## config.mk

```make
export PLATFORM = sky130hd
export DESIGN_NAME = cute_lock_key_sequencer
export DESIGN_NICKNAME = d
export VERILOG_FILES = /design/src/rtl/cute_lock_key_sequencer.sv
export SDC_FILE = /design/constraint.sdc
export NUM_CORES = 1
export LEC_CHECK = 0
export ABC_CLOCK_PERIOD_IN_PS = 3700
export CORE_MARGIN = 8
export CORE_UTILIZATION = 50
export DETAILED_ROUTE_END_ITERATION = 16
export PLACE_DENSITY = 0.77
export SYNTH_ARGS = -nofsm -noshare
export SYNTH_HDL_FRONTEND = slang
export SYNTH_SLANG_ARGS = --single-unit
```

## constraint.sdc

```tcl
create_clock -name clk -period 3.7 [get_ports clk]
set_input_delay 0.74 -clock clk [delete_from_list [all_inputs] [get_ports clk]]
set_output_delay 0.74 -clock clk [all_outputs]
set_load 0.05 [all_outputs]
```

## src/rtl/cute_lock_key_sequencer.sv

```systemverilog
// rtl/cute_lock_key_sequencer.sv - windowed key source for a counter-locked FSM
// Stores NUM_KEYS keys, then drives key[cnt/WINDOW] on the falling-edge domain.
module cute_lock_key_sequencer #(
    parameter int KEY_W    = 16,
    parameter int NUM_KEYS = 5,
    parameter int WINDOW   = 3,
    parameter int CNT_W    = 5
) (
    input  logic             clk,
    input  logic             rst,
    input  logic             clear,
    input  logic             load_valid,
    input  logic [KEY_W-1:0] load_data,
    output logic             load_ready,
    output logic [KEY_W-1:0] key_out,
    output logic             key_valid,
    output logic [2:0]       win_idx,
    output logic [CNT_W-1:0] cnt,
    output logic             err
);

    localparam int PERIOD = NUM_KEYS * WINDOW;
    localparam int WPTR_W = $clog2(NUM_KEYS + 1);

    typedef enum logic [1:0] {EMPTY, LOAD, RUN} state_t;

    state_t            state_q, state_d;
    logic [CNT_W-1:0]  cnt_q, cnt_d;
    logic [WPTR_W-1:0] wptr_q, wptr_d;
    logic              err_q, err_d;
    logic [KEY_W-1:0]  key_q [NUM_KEYS];
    logic [KEY_W-1:0]  key_d [NUM_KEYS];
    logic [CNT_W-1:0]  win_full;
    logic              accept;

    assign load_ready = (state_q != RUN);
    assign key_valid  = (state_q == RUN);
    assign accept     = load_valid && load_ready;
    assign win_full   = cnt_q / CNT_W'(WINDOW);
    assign win_idx    = win_full[2:0];
    assign cnt        = cnt_q;
    assign err        = err_q;

    always_comb begin
        // The counter ignores clear and state so it never drifts from the locked FSM.
        cnt_d   = (cnt_q >= CNT_W'(PERIOD - 1)) ? '0 : cnt_q + CNT_W'(1);
        state_d = state_q;
        wptr_d  = wptr_q;
        err_d   = err_q;
        key_d   = key_q;
        if (clear) begin
            state_d = EMPTY;
            wptr_d  = '0;
            err_d   = 1'b0;
            for (int i = 0; i < NUM_KEYS; i++) begin
                key_d[i] = '0;
            end
        end else if (accept) begin
            for (int i = 0; i < NUM_KEYS; i++) begin
                if (wptr_q == WPTR_W'(i)) begin
                    key_d[i] = load_data;
                end
            end
            wptr_d  = wptr_q + WPTR_W'(1);
            state_d = (wptr_q == WPTR_W'(NUM_KEYS - 1)) ? RUN : LOAD;
        end else if (load_valid) begin
            err_d = 1'b1;
        end
    end

    // Outside RUN the key is forced to zero so every window fails.
    always_comb begin
        key_out = '0;
        if (state_q == RUN) begin
            for (int i = 0; i < NUM_KEYS; i++) begin
                if (win_full == CNT_W'(i)) begin
                    key_out = key_q[i];
                end
            end
        end
    end

    always_ff @(negedge clk or posedge rst) begin
        if (rst) begin
            state_q <= EMPTY;
            cnt_q   <= '0;
            wptr_q  <= '0;
            err_q   <= 1'b0;
            for (int i = 0; i < NUM_KEYS; i++) begin
                key_q[i] <= '0;
            end
        end else begin
            state_q <= state_d;
            cnt_q   <= cnt_d;
            wptr_q  <= wptr_d;
            err_q   <= err_d;
            for (int i = 0; i < NUM_KEYS; i++) begin
                key_q[i] <= key_d[i];
            end
        end
    end

endmodule

```

Word-level counts from Yosys, hierarchy flattened
Cells that the tools add are included.

storage, ports and cells
  register bits = 91
  input port bits = 20
  output and inout port bits = 27
  logic and storage cells = 62

cells by class
  $add $sub $neg = 2
  div/mod/pow operators = 1
  magnitude comparators = 1
  equal/unequal tests = 11
  mux-type cells = 22
  reduce and logical (&&, ||, !) cells = 16

operators with widths
  operator               number
  $mux W16               11
  $mux W80               2
  $reduce_bool A2 Y1     7
  $reduce_and A2 Y1      6
  $eq A5 B2 Y1 const B   2
  $eq A3 B2 Y1 const B   2
  $mux W2                3
  $mux W3                2
  $add A5 B1 Y5 const B  1
  $div A5 B2 Y5 const B  1
  $eq A5 B1 Y1 const B   1
  $eq A5 B3 Y1 const B   1
  $ge A5 B4 Y1 const B   1
  $logic_not A5 Y1       1
  $mux W5                1
  $ne A2 B2 Y1 const B   2
  $add A3 B1 Y3 const B  1
  $eq A3 B1 Y1 const B   1
  $eq A3 B3 Y1 const B   1
  $logic_not A3 Y1       1
  $mux W1                3
  $eq A2 B2 Y1 const B   1
  $logic_and A1 B1 Y1    1

Depth between registers and ports, before layout
  word-level depth = 8
  mapped depth = 11
  mapped depth without buffers = 9

==> metrics <==
status complete, but fails checks; violated checks setup timing; Worst Hold End key_q[1]; root buffer cell clkbuf_8; # port buffers between 40 and 50; Post-synth EDFFs 0; n_diodes 0; Flop pwr share 0.525; DRC viols 0; largest net degree at the start of global routing between 70 and 80; io pins 47; largest cells by area after synthesis dfrtn_1 47%, nand2_1 12%, a21oi_1 9.5%; CP max stage cell dfrtn_1; Peak VDD IR about 0.26 mV; Starting Density 0.517; initial antenna violation count 0; PD cells approximately 300 nW/um^2; startpoint types flop; Total Power 2.02 mW; clk slew on worst S/H paths approximately 0.06 ns; post-synthesis register bit count 91; Final Hold Vio Count 0; Avg WL per Cell 19.0 um; r2r startpoint wptr_q[0]; chip width roughly 110 um; H-tree levels 3; skew final approximately 0.0074 ns; CP Max Fanout 8; Die ar. around 13000 um^2; Clock Sinks slightly above 90; Distinct cells, synth 44; Most used DFF post-synth dfrtn_1; Logic pwr share 0.145; Seq/Total Area, Yosys 0.475; routed wire length 15400 um; post-route setup slack -1.62 ns; worst slack, placed -1.78 ns; Worst Hold Launch key_q[1]; Critical Path Max Stage Delay between 0.5 and 0.6 ns; max_slew headroom 0.433; Vias ~4800; max-slew violations 0; Hold Path Cell Cnt 2; routed vias/inst 5.97; CTS Hold Bufs 0; worst-margin pin slew between 0.8 and 0.9 ns; GP Congestion slightly above 0.9; worst skew pair latency about 0.34 ns; yosys synthesis warning count 0; crit path kind flop to primary output; drt pass-1 iters 7; mapped cell area roughly 4800 um^2; DRT antenna net count 0; CTS tree done; leakage about 3 nW; net switching power about 0.54 mW; RR Endpoint key_q[0]; CORE AREA around 9300 um^2; crit-path cells xor2_2 -> buf_4 -> a211o_4 -> buf_6 -> a211o_1 -> a221oi_4 -> buf_4 -> buf_12 -> o22ai_2 -> buf_6; Syn Inst Count 554; CP startpoint cnt[4]; Critical Path RT 2.96 ns; Post-Syn Nets about 580; Avg Cell Area, Syn between 8 and 9 um^2; register-to-register setup slack approximately 1.7 ns; CP endpoint kind primary output; die height ~110 um; FFs w/ async S/R, synth 1.00; Sw Ratio 0.269; # nets final ~710; global route overflow 0; first-pass GRT wire length roughly 25000 um; min-delay worst type flop to flop; # Max-Cap Violations 0; vias in the first global route 5032; DP HPWL ~9600 um; initial DRC count 521; area delta synth->final 43.7%; layout cells sized above 1 0.295; Critical Path AT approximately 4.6 ns; Max Root-Sink Buffers 2; Clk network pwr share 0.330; RSZ-0062 raised after global routing yes; GRT Util Overall 0.243; CTS buffer count 9; post-synth top area share 0.475; Rows 35; Worst R2R Path Depth 6; Synth area leader dfrtn_1; internal power about 1.5 mW; Setup-failing EPs final 24
flip-flops by register name, summed over array words and instances (netlist names):
signal	flops
key_q	80
cnt	5
wptr_q	3
state_q	2
err	1
kinds of logic after synthesis:
family,synth area share
compound gates,0.239
mux,0.00443
buf+inv,0.0496
simple gates,0.204
flops,0.475
fa+ha+maj,0.0235
xor+xnor,0.00522
worst max path at each step:
| stage | slack, ns | end |
|---|---|---|
| 2_1_floorplan | -1.61 | key_out[10] |
| 3_3_place_gp | -1.63 | key_out[15] |
| 3_5_place_dp | -1.78 | key_out[15] |
| 4_1_cts | -1.60 | key_out[11] |
| 5_1_grt | -1.74 | key_out[6] |
| 6_report | -1.62 | key_out[6] |
cell usage after synthesis, types with 2 or more instances:
master    count
a211o_1       3
a211oi_1      2
a21o_1       16
a21oi_1      91
a222oi_1     16
a32oi_1       2
and2_1        5
and3_1        4
and3b_1       2
buf_2         3
clkbuf_1     37
dfrtn_1      91
ha_1          9
inv_1        10
nand2_1     155
nand3_1      17
nand3b_1     16
nor2_1       13
nor2b_1       2
nor3_1        4
o21ai_0      19
o22ai_1       6
o22ai_2      10
layout make-up:
cell class | instances | area [um^2]
Multi-Input combinational cell | 407 | 2500
Clock buffer | 10 | 128
Clock inverter | 6 | 66.3
Timing Repair Buffer | 156 | 1710
Sequential cell | 91 | 2280
Tap cell | 129 | 161
Fill cell | 637 | 2390
Inverter | 11 | 50.0
power by group through the flow:
stage	clock network [mW]	logic [mW]	registers, mW
floorplan	0	0.138	1.07
global placement	0	0.244	1.07
detailed placement	0	0.252	1.08
CTS	0.675	0.285	1.06
global route	0.713	0.316	1.06
finish	0.665	0.293	1.06
routing by layer:
metal / GRT usage / routed length, um
met1: 0.294 / 5890
met2: 0.404 / 7590
met3: 0.0518 / 1420
met4: 0.112 / 485
met5: 0 / 0
worst max-delay path, delay by kind of cell (launching register included):
| family | cells | cell delay [ns] |
|---|---|---|
| AO/OA/AOI/OAI | 4 | 1.00 |
| XOR/XNOR | 1 | 0.11 |
| buffers and inverters | 5 | 0.76 |
| flip-flops | 1 | 0.52 |
stage by stage:
step	cell area [um^2]	cells	setup TNS [ns]	hold WS, ns	util
final	6890	810	-29.06	0.497	0.742
after global routing	6890	810	-31.25	0.511	0.742
after CTS	6870	809	-28.79	0.500	0.740
after floorplan	4990	554	-27.61	0.478	-
after global placement	6220	767	-49.40	0.490	0.670
after detailed placement	6220	767	-53.43	0.500	0.670
layout by cell type (no fill, tap or decap), types with 2 or more instances in the layout:
master	n
nand2_1	150
dfrtn_1	91
a21oi_1	89
buf_4	77
buf_6	31
buf_12	26
o21ai_0	18
nand3_1	17
clkdlybuf4s50_1	17
a21o_1	16
a222oi_1	16
nand3b_1	16
o22ai_2	10
nor2_1	9
clkbuf_8	9
ha_1	7
inv_1	6
o22ai_4	6
clkinvlp_4	5
and2_1	5
nand2_4	4
and3_1	4
nor3_1	3
nor2_2	3
a211o_1	3
inv_2	2
clkinv_2	2
and3b_1	2
nor2b_1	2
a211oi_1	2
what timing repair did:
| item | 4_1_cts | 5_1_grt |
|---|---|---|
| endpoints found under the setup margin | 42 | 25 |
| endpoints found under the hold margin | 0 | 0 |
| gates cloned | 3 | 0 |
| buffers inserted | 23 | 4 |
| gates resized for setup | 51 | 9 |
| pin swaps | 9 | 7 |
(Power assumes the default switching activity.)
